$ cat src/rtl/apb_requester_arbiter.sv
// APB requester: round-robin arbitration of NUM_REQ command sources onto one IDLE/SETUP/ACCESS bus.
// Optional ACCESS wait-state timeout is compiled in with `define APB_TIMEOUT_EN.
module apb_requester_arbiter #(
  parameter int NUM_REQ        = 4,
  parameter int ADDR_WIDTH     = 32,
  parameter int DATA_WIDTH     = 32,
  parameter int TIMEOUT_CYCLES = 16
) (
  input  logic                           pclk,
  input  logic                           presetn,
  input  logic [NUM_REQ-1:0]             req_valid,
  input  logic [NUM_REQ-1:0]             req_write,
  input  logic [NUM_REQ*ADDR_WIDTH-1:0]  req_addr,
  input  logic [NUM_REQ*DATA_WIDTH-1:0]  req_wdata,
  output logic [NUM_REQ-1:0]             req_ready,
  output logic [NUM_REQ-1:0]             rsp_valid,
  output logic [DATA_WIDTH-1:0]          rsp_rdata,
  output logic                           rsp_err,
  output logic                           psel,
  output logic                           penable,
  output logic [ADDR_WIDTH-1:0]          paddr,
  output logic                           pwrite,
  output logic [DATA_WIDTH-1:0]          pwdata,
  input  logic                           pready,
  input  logic [DATA_WIDTH-1:0]          prdata,
  input  logic                           pslverr
);

  localparam int PTR_W = (NUM_REQ > 1) ? $clog2(NUM_REQ) : 1;

  localparam logic [1:0] ST_IDLE   = 2'd0;
  localparam logic [1:0] ST_SETUP  = 2'd1;
  localparam logic [1:0] ST_ACCESS = 2'd2;

  logic [1:0]            state;
  logic [PTR_W-1:0]      rr_ptr;
  logic [PTR_W-1:0]      owner;
  logic [PTR_W-1:0]      scan_idx;
  logic [PTR_W-1:0]      gnt_idx;
  logic [PTR_W-1:0]      gnt_next;
  logic                  gnt_found;
  logic                  gnt_write;
  logic [ADDR_WIDTH-1:0] gnt_addr;
  logic [DATA_WIDTH-1:0] gnt_wdata;
  logic                  arb_en;

`ifdef APB_TIMEOUT_EN
  localparam int TO_W = $clog2(TIMEOUT_CYCLES + 1);
  logic [TO_W-1:0] wait_cnt;
`else
  // Parameter kept so both builds share one instantiation signature.
  localparam int unused_timeout_cycles = TIMEOUT_CYCLES;
`endif

  // First valid source at or above the RR pointer, wrapping modulo NUM_REQ.
  always_comb begin
    gnt_found = 1'b0;
    gnt_idx   = '0;
    gnt_next  = '0;
    gnt_write = 1'b0;
    gnt_addr  = '0;
    gnt_wdata = '0;
    scan_idx  = '0;
    for (int k = 0; k < NUM_REQ; k++) begin
      scan_idx = PTR_W'((int'(rr_ptr) + k) % NUM_REQ);
      if (!gnt_found && req_valid[scan_idx]) begin
        gnt_found = 1'b1;
        gnt_idx   = scan_idx;
        gnt_next  = PTR_W'((int'(scan_idx) + 1) % NUM_REQ);
        gnt_write = req_write[scan_idx];
        gnt_addr  = req_addr[scan_idx*ADDR_WIDTH +: ADDR_WIDTH];
        gnt_wdata = req_write[scan_idx] ? req_wdata[scan_idx*DATA_WIDTH +: DATA_WIDTH] : '0;
      end
    end
  end

  assign arb_en = presetn && ((state == ST_IDLE) || ((state == ST_ACCESS) && pready));

  always_comb begin
    req_ready = '0;
    if (arb_en && gnt_found) req_ready[gnt_idx] = 1'b1;
  end

  assign psel    = (state == ST_SETUP) || (state == ST_ACCESS);
  assign penable = (state == ST_ACCESS);

  always_ff @(posedge pclk or negedge presetn) begin
    if (!presetn) begin
      state     <= ST_IDLE;
      rr_ptr    <= '0;
      owner     <= '0;
      paddr     <= '0;
      pwrite    <= 1'b0;
      pwdata    <= '0;
      rsp_valid <= '0;
      rsp_rdata <= '0;
      rsp_err   <= 1'b0;
`ifdef APB_TIMEOUT_EN
      wait_cnt  <= '0;
`endif
    end else begin
      rsp_valid <= '0;
      // A grant in IDLE or in the completing ACCESS cycle starts the next SETUP.
      if (arb_en && gnt_found) begin
        owner  <= gnt_idx;
        rr_ptr <= gnt_next;
        paddr  <= gnt_addr;
        pwrite <= gnt_write;
        pwdata <= gnt_wdata;
      end
      case (state)
        ST_IDLE: begin
          if (gnt_found) state <= ST_SETUP;
        end
        ST_SETUP: begin
          state <= ST_ACCESS;
`ifdef APB_TIMEOUT_EN
          wait_cnt <= '0;
`endif
        end
        ST_ACCESS: begin
          if (pready) begin
            rsp_valid[owner] <= 1'b1;
            rsp_err          <= pslverr;
            rsp_rdata        <= pwrite ? '0 : prdata;
            state            <= gnt_found ? ST_SETUP : ST_IDLE;
          end
`ifdef APB_TIMEOUT_EN
          else if (wait_cnt == TO_W'(TIMEOUT_CYCLES - 1)) begin
            rsp_valid[owner] <= 1'b1;
            rsp_err          <= 1'b1;
            rsp_rdata        <= '0;
            state            <= ST_IDLE;
          end else begin
            wait_cnt <= wait_cnt + 1'b1;
          end
`endif
        end
        default: state <= ST_IDLE;
      endcase
    end
  end

endmodule
$ cat config.mk
export PLATFORM = sky130hd
export DESIGN_NAME = apb_requester_arbiter
export DESIGN_NICKNAME = d
export VERILOG_FILES = /design/src/rtl/apb_requester_arbiter.sv
export SDC_FILE = /design/constraint.sdc
export NUM_CORES = 1
export LEC_CHECK = 0
export BUFFER_PORTS_ARGS = -buffer_cell sky130_fd_sc_hd__buf_4
export CAP_MARGIN = 10
export CORE_ASPECT_RATIO = 0.9
export CORE_UTILIZATION = 35
export CTS_CLUSTER_DIAMETER = 120
export DETAILED_ROUTE_END_ITERATION = 8
export GPL_TIMING_DRIVEN = 0
export PLACE_DENSITY_LB_ADDON = 0.25
export SLEW_MARGIN = 30
export SYNTH_ARGS = -nofsm -noshare
export SYNTH_HDL_FRONTEND = slang
export SYNTH_SLANG_ARGS = --single-unit
$ cat constraint.sdc
create_clock -name pclk -period 4 [get_ports pclk]
set_input_delay 0.4 -clock pclk [delete_from_list [all_inputs] [get_ports pclk]]
set_output_delay 0.4 -clock pclk [all_outputs]
set_load 0.02 [all_outputs]
==> Word level (Yosys, flattened, before mapping) <==
Index checks and enable logic that the tools add are counted.
{ "totals": {"ff_bits": 108, "inputBits": 300, "output_inout_bits": 108, "wordCells": 107} }
{ "classes": {"addsub": 6, "n_lt_le_gt_ge": 8, "eq_ne": 4, "shift": 8, "mux": 56, "n_reduce_logical": 16} }
{ "ops": {"columns": ["operator", "count"], "rows": [
  ["128-bit by 8-bit indexed part select with 32-bit output", 8],
  ["32-bit two-way mux", 13],
  ["2-bit two-way mux", 10],
  ["1-bit two-way mux", 19],
  ["2-bit by 3-bit less-than comparator with 1-bit output (second input constant)", 6],
  ["1-bit binary-select mux with 2-bit select", 8],
  ["4-bit two-way mux", 3],
  ["2-bit by 1-bit adder with 2-bit output (second input constant)", 4],
  ["1-bit logical AND", 8],
  ["2-bit case mux with 3 select lines", 1],
  ["2-bit adder (second input constant)", 2],
  ["1-bit demux with 2-bit select", 2],
  ["2-bit by 1-bit >= comparator with 1-bit output (second input constant)", 2],
  ["2-bit AND reduction", 2],
  ["1-bit zero test", 3],
  ["2-bit by 1-bit == test with 1-bit output (second input constant)", 1],
  ["2-bit == test (second input constant)", 1],
  ["2-bit zero test", 1],
  ["1-bit logical OR", 2],
  ["2-bit by 1-bit inequality test with 1-bit output (second input constant)", 1],
  ["2-bit inequality test (second input constant)", 1]
]} }

==> Depth between registers and ports, before layout <==
{ "depth": {"ltp_word": 17, "mapped_depth": 9, "depth_no_buf": 7} }

==> Least setup slack after synthesis <==
OpenSTA, ideal clock, no wires.
{ "synth_timing": {"kind": "register to output", "from": "register rr_ptr[0]", "to": "output port req_ready[2]", "t_arrival_ps": 2129, "t_required_ps": 3600, "path_slack_ps": 1471, "stages_incl_launch_ff": 10, "n_path_buf": 4, "cell_sequence": "dfrtp_1 > buf_2 > buf_2 > buf_2 > buf_2 > inv_1 > a21oi_1 > o22ai_1 > nand2b_1 > nor2b_1"} }
{ "synth_via": {"elab_chain_cells": 17, "elab_cells_between_ends": 32, "classes_between": "3 x add/sub; 2 x order compare; 19 x mux; 8 x reduce/logical"} }
{ "synth_rtl": {"columns": ["item", "line", "rtl"], "rows": [
  ["start: declaration", "36", "logic [PTR_W-1:0] rr_ptr;"],
  ["start signal: assignment", "106", "rr_ptr <= gnt_next;"],
  ["parallel branches: the longest is 16 deep, another holds 2-bit by 3-bit less-than comparator with 1-bit output", null, null],
  ["4-bit two-way mux *", "81", "if (arb_en && gnt_found) req_ready[gnt_idx] = 1'b1;"],
  ["end: declaration", "15", "output logic [NUM_REQ-1:0] req_ready,"]
]} }
Every way passes the cells marked *. The select of a mux whose other input is x is not followed.

==> Worst setup path in the final report <==
Same ends and word-level chain as after synthesis.

==> results.md <==
* Hold/Removal Path Class: input port to register
* Overall Global Routing Usage at 0.282
* Hold Path End: rsp_err
* Tmin final at 3700 ps
* Core Util, Final at 0.479
* Status: finished, final reports clean
* Total number of vias at 12800
* Internal power at between 0.005 and 0.006 W
* DR WL/cell at 24.3 um
* RSZ-0062 raised after global routing: no
* TritonCTS clock tree: yes
* Final wirelength at 50200 um
* CP cell instances: buf_2, buf_2, buf_2, buf_2, inv_1, a21oi_1, o22ai_1, nand2b_1, nor2b_1, buf_4
* Number of vias per cell at 6.19
* # IOs at between 400 and 500
* Synth top area share at 0.242
* Skew final at approximately 9.6 ps
* FFs w/ async S/R, synth at 1.00
* Largest family of logic cells by synthesized area: multiplexers
* Worst-path clk slew at about 90 ps
* Syn_nets at roughly 1500
* Root buf cell: clkbuf_16
* Power Total at approximately 0.011 W
* Pins Over Slew Limit at 0
* Multiplexer share of the synthesized area at 0.367
* CP arrival at around 3300 ps
* Switching power at roughly 0.0053 W
* Sequential power share at 0.177
* Clock Sinks at 108
* Syn_area_per_cell at approximately 10 um^2
* DRC at 0
* Initial core utilization at 0.358
* Complex-gate fraction of the synthesized area at 0.225
* DP Wirelength at approximately 37000 um
* Nets at 1905
* Setup_tns at 0 ps
* Top cell type by total area after synthesis: mux4_2
* PD cells at 674 mW/mm^2
* Crit path kind: register to primary output
* Cells on worst reg2reg path at 9
* Total global routing overflow at 0
* Net Sw Frac at 0.490
* Number of H-tree levels at 3
* Clock network power share at 0.098
* Cell count after synthesis at approximately 1200
* Share of cells above drive strength 1 at 0.443
* Register area share after synthesis at 0.227
* Achievable clock frequency at between 0.2 and 0.3 GHz
* Placement Setup Slack at around 470 ps
* Slew @ Worst Pin at just under 900 ps
* Die Span Y at 177 um
* Pre-antenna DRT Iters at 6
* Worst EP required at approximately 3600 ps
* Initial DRC count at between 1000 and 1500
* CP Max Fanout at 10
* Flop and latch count out of synthesis at around 110
* Detail Route Antenna Nets at 0
* XOR/XNOR share of the synthesized area at 0.00147
* Logic pwr share at 0.725
* Cell Rows at 63
* Final Setup Violations at 0
* RD Place Congestion at between 0.9 and 1
* Max incr delay on CP at ~430 ps
* Setup ws final at ~300 ps
* Reg2reg end: pwdata[16]
* Die area at roughly 0.035 mm^2
* Post-Synthesis Cell Area at around 0.012 mm^2
* Antenna violations before repair at 4
* Syn-to-layout area delta at 33.7%
* Max-cap viol count at 0
* Clk buf depth at 2
* Ys Warns at 0
* Hold path start: pslverr
* FF-to-FF setup slack at about 900 ps
* Number of buffers created by CTS at 9
* Critical path capture point type: primary output
* CP max-delay cell: dfrtp_1
* Clk_lat worst skew at about 370 ps
* Die W at around 200 um
* Peak supply drop at roughly 330 uV
* Critical R2R Launch: rr_ptr[0]
* Core area at 0.0333 mm^2
* Top cells by area, synth: mux4_2 24%, dfrtp_1 23%, mux2_2 6.5%
* Final period util at 0.925
* P_leak at ~7 nW
* Worst hold stages at 2
* Crit path top cell by count: buf_2
* Post-synth EDFFs at 0
* Yosys cell types at 54
* Placed Area at between 0.015 and 0.02 mm^2
* Max_slew headroom at 0.414
* Final hold vios at 0
* First-pass GRT wire length at 75500 um
* Adder-cell share of the synthesized area at 0.00420
* Synth Area in Simple Gates at 0.119
* PortBufs at 406
* Largest net degree at the start of global routing at 60
* Dominant synthesized flop cell: dfrtp_1
* Final Cell Area at about 0.016 mm^2
* Vias in the first global route at around 13000
* Worst Setup Start Kind: register
-- power by group through the flow --
stage / combinational (W) / sequential [W] / clock (W)
after floorplan: 0.00465 / 0.00238 / 0
after global placement: 0.00765 / 0.00191 / 0
after detailed placement: 0.00772 / 0.00192 / 0
after CTS: 0.00775 / 0.00190 / 0.00107
after global routing: 0.00833 / 0.00196 / 0.00111
final: 0.00778 / 0.00190 / 0.00105
-- flip-flops by register name (all words and copies together) (netlist names) --
| name | flops |
|---|---|
| paddr | 32 |
| pwdata | 32 |
| rsp_rdata | 32 |
| rsp_valid | 4 |
| owner | 2 |
| rr_ptr | 2 |
| state | 2 |
| pwrite | 1 |
| rsp_err | 1 |
-- cells in the final DEF, fill, tap and decap left out, drive strengths merged, types with 33 or more instances in the layout --
master    n
a211oi   66
a21oi   103
buf     465
clkbuf   93
dfrtp   108
mux2     69
mux2i    69
mux4    129
nand2    76
nand2b   34
nor2    103
nor3     36
o21ai    37
o221ai   33
-- per-stage QoR --
stage / hold WS (ps) / cells
final: 276 / 2064
after global routing: 260 / 2064
after detailed placement: 336 / 2044
after CTS: 259 / 2061
after global placement: 465 / 2043
after floorplan: 104 / 1182
-- final cells by class --
class,count,area [um^2]
fill,3221,17300
sequential,108,2700
tap,455,569
clock buffer,9,225
timing repair buffer,408,3090
inverter,9,33.8
buffer,142,636
multi-input combinational,923,8560
antenna,3,7.51
clock inverter,7,100
-- layer usage --
metal | track usage | share of wire | vias to the layer above
li1 | - | - | 5575
met1 | 0.374 | 0.41 | 6256
met2 | 0.448 | 0.47 | 830
met3 | 0.0577 | 0.093 | 123
met4 | 0.118 | 0.035 | 2
met5 | 0 | 0.00038 | -
-- worst max path at each step --
stage | startpoint | to | slack, ps | cells after the start
6_report | rr_ptr[0] | req_ready[2] | 300 | 10
5_1_grt | rr_ptr[0] | req_ready[3] | 100 | 10
4_1_cts | rr_ptr[0] | req_ready[2] | 290 | 10
3_5_place_dp | req_valid[3] | paddr[24] | 470 | 9
3_3_place_gp | presetn | req_ready[2] | -40 | 6
2_1_floorplan | rr_ptr[0] | req_ready[2] | 1470 | 9
-- synth_stat cells, types with 2 or more instances --
master and number:
clkbuf_1 84, mux2_2 69, a21o_1 2, o21ai_0 37
inv_1 9, nor3_1 36, buf_2 48, a211oi_2 31
a2111o_1 32, mux4_2 128, mux2i_1 69, buf_1 4
buf_6 5, a222oi_1 32, nor2b_1 2, nand2_1 76
nand2b_1 34, a21oi_1 103, nor2_1 103, and3_1 32
and2_1 2, o221ai_1 33, dfrtp_1 108, a211oi_1 35
a211o_1 2, ha_1 4, xnor2_1 2, o211ai_1 32
nor3b_1 2, nand3b_1 2
-- critical path, delay by kind of cell, from the launching register on --
| family | cells | cell delay (ps) |
|---|---|---|
| flip-flops | 1 | 430 |
| buffers and inverters | 6 | 1750 |
| AND/OR/NAND/NOR | 2 | 440 |
| AO/OA/AOI/OAI | 2 | 310 |
-- kinds of logic (layout without fill, tap and decap cells) --
kind of cell	count (synthesis)	count (layout)
other	0	3
and+or+nand+nor	301	301
AOI/OAI and AO/OA	349	349
DFF	108	108
muxes	267	267
xor gates and xnor gates	2	2
buffers and inverters	151	575
adders and majority gates	4	4
-- what timing repair did --
action                     4_1_cts  5_1_grt
hold endpoints to repair        50        0
setup endpoints to repair        0        0
resized for setup                0        0
buffers inserted                 0        0
hold buffers                     1        0
No activity file was read; power rests on OpenSTA's default activity.
